`config.mk`:
```
export PLATFORM = sky130hd
export DESIGN_NAME = sa_output_drain_flat
export DESIGN_NICKNAME = d
export VERILOG_FILES = /design/src/rtl/sa_output_drain_pkg.sv /design/src/rtl/sa_output_drain_if.sv /design/src/rtl/sa_output_drain_skid_fifo.sv /design/src/rtl/sa_output_drain.sv /design/src/flat_wrapper.sv
export SDC_FILE = /design/constraint.sdc
export NUM_CORES = 1
export LEC_CHECK = 0
export CAP_MARGIN = 0
export CORE_AREA = 2 2 121 123
export CTS_CLUSTER_DIAMETER = 80
export CTS_CLUSTER_SIZE = 10
export DETAILED_ROUTE_END_ITERATION = 16
export DIE_AREA = 0 0 123 125
export GPL_ROUTABILITY_DRIVEN = 1
export HOLD_SLACK_MARGIN = 0.06
export PLACE_DENSITY = 0.74
export SYNTH_ARGS = -nofsm -noshare
export SYNTH_HDL_FRONTEND = slang
export SYNTH_SLANG_ARGS = --single-unit
```
`constraint.sdc`:
```
create_clock -name clk -period 8 [get_ports clk]
set_input_delay 1.6 -clock clk [delete_from_list [all_inputs] [get_ports clk]]
set_output_delay 1.6 -clock clk [all_outputs]
set_load 0.01 [all_outputs]
```
`src/rtl/sa_output_drain_pkg.sv`:
```
// sa_pkg: shared types and constants for the output-memory drain.
package sa_pkg;

    typedef enum logic [1:0] {
        IDLE,
        DRAIN,
        FLUSH,
        DONE
    } drain_state_t;

    localparam int SA_DRAIN_FIFO_DEPTH = 2;

endpackage

```
`src/rtl/sa_output_drain_if.sv`:
```
// sa_output_drain_if: output-memory read port plus the row stream toward the host/DMA.
// o_row_idx exists only when SA_DRAIN_ROW_IDX_EN is defined.
interface sa_output_drain_if #(
    parameter int DATA_WIDTH = 64,
    parameter int ADDR_WIDTH = 3
);
    logic                  o_mem_cenb;
    logic                  o_mem_wenb;
    logic [ADDR_WIDTH-1:0] o_mem_addr;
    logic [DATA_WIDTH-1:0] i_mem_data;
    logic                  o_valid;
    logic                  i_ready;
    logic [DATA_WIDTH-1:0] o_data;
    logic                  o_last;
`ifdef SA_DRAIN_ROW_IDX_EN
    logic [ADDR_WIDTH-1:0] o_row_idx;

    modport master (
        output o_mem_cenb, o_mem_wenb, o_mem_addr, o_valid, o_data, o_last, o_row_idx,
        input  i_mem_data, i_ready
    );
    modport slave (
        input  o_mem_cenb, o_mem_wenb, o_mem_addr, o_valid, o_data, o_last, o_row_idx,
        output i_mem_data, i_ready
    );
`else
    modport master (
        output o_mem_cenb, o_mem_wenb, o_mem_addr, o_valid, o_data, o_last,
        input  i_mem_data, i_ready
    );
    modport slave (
        input  o_mem_cenb, o_mem_wenb, o_mem_addr, o_valid, o_data, o_last,
        output i_mem_data, i_ready
    );
`endif
endinterface

```
`src/rtl/sa_output_drain_skid_fifo.sv`:
```
// sa_skid_fifo: 2-entry register FIFO; head is presented combinationally and held until popped.
module sa_skid_fifo
    import sa_pkg::*;
#(
    parameter int WIDTH = 8
) (
    input  logic             clk,
    input  logic             rst_n,
    input  logic             push_i,
    input  logic             pop_i,
    input  logic [WIDTH-1:0] data_i,
    output logic [WIDTH-1:0] data_o,
    output logic             full_o,
    output logic             empty_o
);
    logic [WIDTH-1:0] mem_q [SA_DRAIN_FIFO_DEPTH];
    logic             wr_ptr_q;
    logic             rd_ptr_q;
    logic [1:0]       cnt_q;
    logic [1:0]       cnt_d;

    // Single-bit pointers are sufficient for the fixed depth of two.
    always_comb begin
        cnt_d = cnt_q + 2'(push_i) - 2'(pop_i);
    end

    always_ff @(posedge clk or negedge rst_n) begin
        if (!rst_n) begin
            for (int unsigned i = 0; i < SA_DRAIN_FIFO_DEPTH; i++) begin
                mem_q[i] <= '0;
            end
            wr_ptr_q <= 1'b0;
            rd_ptr_q <= 1'b0;
            cnt_q    <= '0;
        end else begin
            if (push_i) begin
                mem_q[wr_ptr_q] <= data_i;
                wr_ptr_q        <= ~wr_ptr_q;
            end
            if (pop_i) begin
                rd_ptr_q <= ~rd_ptr_q;
            end
            cnt_q <= cnt_d;
        end
    end

    assign data_o  = mem_q[rd_ptr_q];
    assign full_o  = (cnt_q == 2'd2);
    assign empty_o = (cnt_q == 2'd0);

endmodule

```
`src/rtl/sa_output_drain.sv`:
```
// sa_output_drain: reads output-memory rows 0..N-1 and streams them on valid/ready.
// Define SA_DRAIN_ROW_IDX_EN to carry each row's source address out on o_row_idx.
module sa_output_drain
    import sa_pkg::*;
#(
    parameter int DATA_WIDTH = 64,
    parameter int MEM_ROWS   = 8,
    parameter int ADDR_WIDTH = $clog2(MEM_ROWS)
) (
    input  logic                clk,
    input  logic                rst_n,
    input  logic                i_start,
    input  logic [ADDR_WIDTH:0] i_rows,
    output logic                o_busy,
    output logic                o_done,
    sa_output_drain_if.master   bus
);
    localparam logic [ADDR_WIDTH:0] MAX_ROWS = (ADDR_WIDTH + 1)'(MEM_ROWS);
`ifdef SA_DRAIN_ROW_IDX_EN
    localparam int PAYLOAD_W = DATA_WIDTH + 1 + ADDR_WIDTH;
`else
    localparam int PAYLOAD_W = DATA_WIDTH + 1;
`endif

    drain_state_t          state_q, state_d;
    logic [ADDR_WIDTH:0]   rows_q, rows_d;
    logic [ADDR_WIDTH:0]   rd_cnt_q, rd_cnt_d;
    logic [ADDR_WIDTH:0]   rsp_cnt_q, rsp_cnt_d;
    logic                  inflight_q;
    logic [ADDR_WIDTH:0]   start_rows;
    logic                  issue;
    logic                  push;
    logic                  pop;
    logic                  push_last;
    logic                  head_last;
    logic                  fifo_full;
    logic                  fifo_empty;
    logic [1:0]            occ;
    logic [2:0]            load;
    logic [PAYLOAD_W-1:0]  push_payload;
    logic [PAYLOAD_W-1:0]  head_payload;

    assign start_rows = (i_rows > MAX_ROWS) ? MAX_ROWS : i_rows;
    assign push       = inflight_q;
    assign pop        = bus.o_valid && bus.i_ready;
    assign push_last  = (rsp_cnt_q == rows_q - 1'b1);

    // A read may issue only if its data is guaranteed a slot even when nothing
    // drains next cycle; counting this cycle's pop keeps 1 row/cycle at full rate.
    assign occ  = fifo_full ? 2'd2 : (fifo_empty ? 2'd0 : 2'd1);
    assign load = 3'(occ) + 3'(inflight_q) - 3'(pop);

    always_comb begin
        state_d   = state_q;
        rows_d    = rows_q;
        rd_cnt_d  = rd_cnt_q;
        rsp_cnt_d = push ? rsp_cnt_q + 1'b1 : rsp_cnt_q;
        issue     = 1'b0;
        o_done    = 1'b0;
        case (state_q)
            IDLE: begin
                if (i_start) begin
                    rows_d    = start_rows;
                    rd_cnt_d  = '0;
                    rsp_cnt_d = '0;
                    state_d   = (start_rows == '0) ? DONE : DRAIN;
                end
            end
            DRAIN: begin
                if (load <= 3'd1) begin
                    issue    = 1'b1;
                    rd_cnt_d = rd_cnt_q + 1'b1;
                    if (rd_cnt_q == rows_q - 1'b1) begin
                        state_d = FLUSH;
                    end
                end
            end
            FLUSH: begin
                if (pop && head_last) begin
                    state_d = DONE;
                end
            end
            DONE: begin
                o_done  = 1'b1;
                state_d = IDLE;
            end
            default: state_d = IDLE;
        endcase
    end

    always_ff @(posedge clk or negedge rst_n) begin
        if (!rst_n) begin
            state_q    <= IDLE;
            rows_q     <= '0;
            rd_cnt_q   <= '0;
            rsp_cnt_q  <= '0;
            inflight_q <= 1'b0;
        end else begin
            state_q    <= state_d;
            rows_q     <= rows_d;
            rd_cnt_q   <= rd_cnt_d;
            rsp_cnt_q  <= rsp_cnt_d;
            inflight_q <= issue;
        end
    end

`ifdef SA_DRAIN_ROW_IDX_EN
    assign push_payload = {bus.i_mem_data, push_last, rsp_cnt_q[ADDR_WIDTH-1:0]};
    assign {bus.o_data, head_last, bus.o_row_idx} = head_payload;
`else
    assign push_payload = {bus.i_mem_data, push_last};
    assign {bus.o_data, head_last} = head_payload;
`endif

    sa_skid_fifo #(
        .WIDTH(PAYLOAD_W)
    ) u_fifo (
        .clk    (clk),
        .rst_n  (rst_n),
        .push_i (push),
        .pop_i  (pop),
        .data_i (push_payload),
        .data_o (head_payload),
        .full_o (fifo_full),
        .empty_o(fifo_empty)
    );

    assign o_busy         = (state_q != IDLE);
    assign bus.o_mem_cenb = ~issue;
    assign bus.o_mem_wenb = 1'b1;
    assign bus.o_mem_addr = rd_cnt_q[ADDR_WIDTH-1:0];
    assign bus.o_valid    = ~fifo_empty;
    assign bus.o_last     = head_last;

endmodule

```
`src/flat_wrapper.sv`:
```
// flat-port wrapper written by rule: the top's interface ports become plain ports
module sa_output_drain_flat import sa_pkg::*;
#(
    parameter int DATA_WIDTH = 64,
    parameter int MEM_ROWS   = 8,
    parameter int ADDR_WIDTH = $clog2(MEM_ROWS)
)
  (clk, rst_n, i_start, i_rows, o_busy, o_done, bus_o_mem_cenb, bus_o_mem_wenb, bus_o_mem_addr, bus_o_valid, bus_o_data, bus_o_last, bus_i_mem_data, bus_i_ready);
  sa_output_drain_if #(.DATA_WIDTH(DATA_WIDTH), .ADDR_WIDTH(ADDR_WIDTH)) bus_i ();
  input  logic clk;
  input  logic rst_n;
  input  logic i_start;
  input  logic [ADDR_WIDTH:0] i_rows;
  output logic o_busy;
  output logic o_done;
  output wire logic [$bits(bus_i.o_mem_cenb)-1:0] bus_o_mem_cenb;
  output wire logic [$bits(bus_i.o_mem_wenb)-1:0] bus_o_mem_wenb;
  output wire logic [$bits(bus_i.o_mem_addr)-1:0] bus_o_mem_addr;
  output wire logic [$bits(bus_i.o_valid)-1:0] bus_o_valid;
  output wire logic [$bits(bus_i.o_data)-1:0] bus_o_data;
  output wire logic [$bits(bus_i.o_last)-1:0] bus_o_last;
  input wire logic [$bits(bus_i.i_mem_data)-1:0] bus_i_mem_data;
  input wire logic [$bits(bus_i.i_ready)-1:0] bus_i_ready;
  assign bus_o_mem_cenb = bus_i.o_mem_cenb;
  assign bus_o_mem_wenb = bus_i.o_mem_wenb;
  assign bus_o_mem_addr = bus_i.o_mem_addr;
  assign bus_o_valid = bus_i.o_valid;
  assign bus_o_data = bus_i.o_data;
  assign bus_o_last = bus_i.o_last;
  assign bus_i.i_mem_data = bus_i_mem_data;
  assign bus_i.i_ready = bus_i_ready;
  sa_output_drain #(.DATA_WIDTH(DATA_WIDTH), .MEM_ROWS(MEM_ROWS), .ADDR_WIDTH(ADDR_WIDTH)) u_core (.clk(clk), .rst_n(rst_n), .i_start(i_start), .i_rows(i_rows), .o_busy(o_busy), .o_done(o_done), .bus(bus_i));
endmodule
```
==> qor.txt <==
Num Clock Sinks - 149
CP Launch Type - input pin
Max Fclk - 0.163 GHz
Final count of hold timing violations - 0
Slew Limit Headroom - 42.0%
Die Ht - 125 microns
Area growth, synth to finish - 30.3%
Dpl hpwl - 9320 microns
Total gr overflow - 0
Nets - 703
Final min period - 6.15 ns
Crit path kind - input pin to output pin
Clock power frac - 20.1%
Measured slew at the worst slew-check pin - 0.868 ns
Cell breakdown of the critical path - clkdlybuf4s50_1 > o21ai_1 > inv_1 > ha_1 > inv_1 > ha_1 > inv_1 > fa_1 > nand2b_1 > mux2i_2 > nand2_1 > clkdlybuf4s50_1
Reg clk slew, reported paths - 0.05 ns
Commonest non-fill, non-tap cells in the layout - dfrtp_1 (148), clkdlybuf4s50_1 (142), mux2_2 (119)
WP data required - 6.40 ns
Via Count - 4273
Global-route wire length before repair - 22900 microns
Worst path bufs/invs - 5
Outcome - finished clean
Commonest non-fill, non-tap cell in the layout - dfrtp_1
CP most frequent cell - inv_1
Post-synthesis sequential area ratio - 54.1%
Largest net degree at the start of global routing - 91
Setup-failing EPs final - 0
Max-Cap Viols - 0
Ports - 145
DRC - 0
CTS tree - built
Vias per Instance - 5.24
Die X - 123 microns
CTS H-Tree Depth - 4
Synth unique cells - 40
Initial antenna violation count - 0
Yosys reg bits - 149
Internal Power - 2.63 mW
Sw power - 1.18 mW
Vias in the first global route - 4722
Pins over their slew limit - 0
WL final - 13800 microns
Clk Latency, worst-skew pair - 0.42 ns
Placer Congestion - 0.733
Unrepaired setup endpoints after global routing - false
Starting DRT DRC Count - 157
Fillers - 1084
Max Fanout on Critical Path - 11
Fin Setup TNS - 0 ns
Post-synthesis cell count - 485
Area of the die - 15400 sq um
Clk buf depth - 2
Sw Share - 31.0%
Warnings, synthesis - 0
Worst setup EP type - output pin
Number of placement rows - 44
Max stage delay on crit path - 0.50 ns
Post-DRT Antenna Nets - 0
Power per cell area - 424 nW/um^2
Fin area - 8980 sq um
Post-DP Area - 8410 sq um
Initial Util - 48.5%
Clock tree root driver cell - clkbuf_16
Mapped Area - 6890 sq um
Worst min-delay path category - flip-flop to flip-flop
Syn_nets - 568
Worst Hold Margin - 0.480 ns
Hold buffer count at cts - 0
Total clock buffers created by CTS - 17
Layout cells sized above 1 - 26.9%
Final Skew - 0.00400 ns
Syn avg cell area - 14.2 sq um
Worst vdd ir - 229 uV
ANT cells - 0
P_leak - 3.81 nW
Post-CTS setup repair buffer count - 0
DR WL/cell - 17.0 microns
Sequential share of power - 35.2%
Post-cts sizing count - 0
Slowest stage cell, crit path - fa_1
I/O Buffers - 143
Period utilization - 76.9%
Critical Path AT - 4.55 ns
Gate power share - 44.8%
TritonRoute pass-1 iters - 4
Core area - 14200 sq um
GRT Total Usage - 19.4%
Cell family with most CP delay - buffers and inverters
## final timing paths
kind | startpoint | endpoint | slack [ns] | depth (start not counted)
worst max-delay path | bus_i_ready | bus_o_mem_cenb | 1.85 | 12
worst min-delay path | u_core.u_fifo.mem_q[117] | u_core.u_fifo.mem_q[117] | 0.48 | 1
worst max register to register | u_core.u_fifo.cnt_q[0] | u_core.state_q[1] | 4.68 | 12
worst min register to register | u_core.u_fifo.mem_q[117] | u_core.u_fifo.mem_q[117] | 0.48 | 1
max in group asynchronous | rst_n | u_core.u_fifo.mem_q[77] | 5.46 | 2
min in group asynchronous | rst_n | u_core.u_fifo.mem_q[114] | 1.26 | 1
## worst reg2reg max path: cells and delay by family (launching register included)
| kind | cells | cell delay, ns |
|---|---|---|
| AO/OA/AOI/OAI | 2 | 0.60 |
| AND/OR/NAND/NOR | 2 | 0.31 |
| adder cells (fa/ha/maj) | 3 | 0.96 |
| buffers and inverters | 3 | 0.24 |
| multiplexers | 2 | 0.71 |
| flip-flops | 1 | 0.44 |
## layout make-up
class | count | area [sq um] | share of cell area [%]
Tap cell | 184 | 230 | 2.56
Clock buffer | 20 | 457 | 5.09
Inverter | 12 | 45.0 | 0.502
Sequential cell | 149 | 3730 | 41.5
Timing Repair Buffer | 147 | 1460 | 16.3
Clock inverter | 11 | 109 | 1.21
Multi-Input combinational cell | 293 | 2950 | 32.8
## routing by layer
layer / vias to the layer above / routed length, microns / GRT usage (%)
met1: 2175 / 5760 / 22.7
met4: 0 / 238 / 7.29
met5: - / 0 / 0
li1: 1974 / - / -
met3: 20 / 894 / 6.66
met2: 104 / 6940 / 32.6
## kinds of logic after synthesis
group / share of synthesized area [%]
muxes: 32.5
and+or+nand+nor: 3.45
adders and majority gates: 2.11
other: 0.0544
AOI/OAI and AO/OA: 2.05
buffers and inverters: 3.25
DFF: 54.1
xor gates and xnor gates: 2.47
## power groups by stage
stage | registers [mW] | clock network, mW | logic (mW)
floorplan | 1.26 | 0 | 1.07
global placement | 1.32 | 0 | 1.68
detailed placement | 1.36 | 0 | 1.72
CTS | 1.34 | 0.780 | 1.73
global route | 1.39 | 0.821 | 1.85
finish | 1.34 | 0.765 | 1.71
## registers in the layout, indices dropped and copies added, names as in the netlist, 2 cells and up
signal and flops:
u_core.u_fifo.cnt_q 2, u_core.rd_cnt_q 4, u_core.rsp_cnt_q 4, u_core.state_q 2, u_core.u_fifo.mem_q 130, u_core.rows_q 4
## through the flow
stage	setup slack [ns]	instances	power, mW	util (%)
floorplan	3.13	485	2.33	-
global placement	1.98	785	3.00	59.2
detailed placement	1.86	785	3.08	59.2
CTS	1.83	816	3.86	63.2
global route	1.65	816	4.07	63.2
finish	1.85	816	3.81	63.2
## Yosys cell counts (all sizes together)
cell type / n / share of area, %
buf: 28 / 2.4
or2: 1 / 0.091
a21boi: 1 / 0.11
o221ai: 1 / 0.22
mux2: 194 / 32
a21oi: 5 / 0.36
xnor2: 8 / 1.1
nand3: 4 / 0.44
nor2: 7 / 0.38
nand2: 14 / 0.76
a221o: 1 / 0.15
fa: 1 / 0.29
nand4: 5 / 0.45
a2bb2oi: 1 / 0.13
xnor3: 1 / 0.33
conb: 1 / 0.054
dfrtp: 149 / 54
xor2: 8 / 1.0
mux2i: 5 / 0.78
clkbuf: 3 / 0.16
o21ai: 12 / 0.87
nand2b: 5 / 0.45
or4: 1 / 0.11
inv: 12 / 0.65
nor2b: 2 / 0.29
a221oi: 1 / 0.22
nor3: 2 / 0.29
or3: 1 / 0.091
and3: 1 / 0.091
ha: 10 / 1.8
No activity file was read; power rests on OpenSTA's default activity.
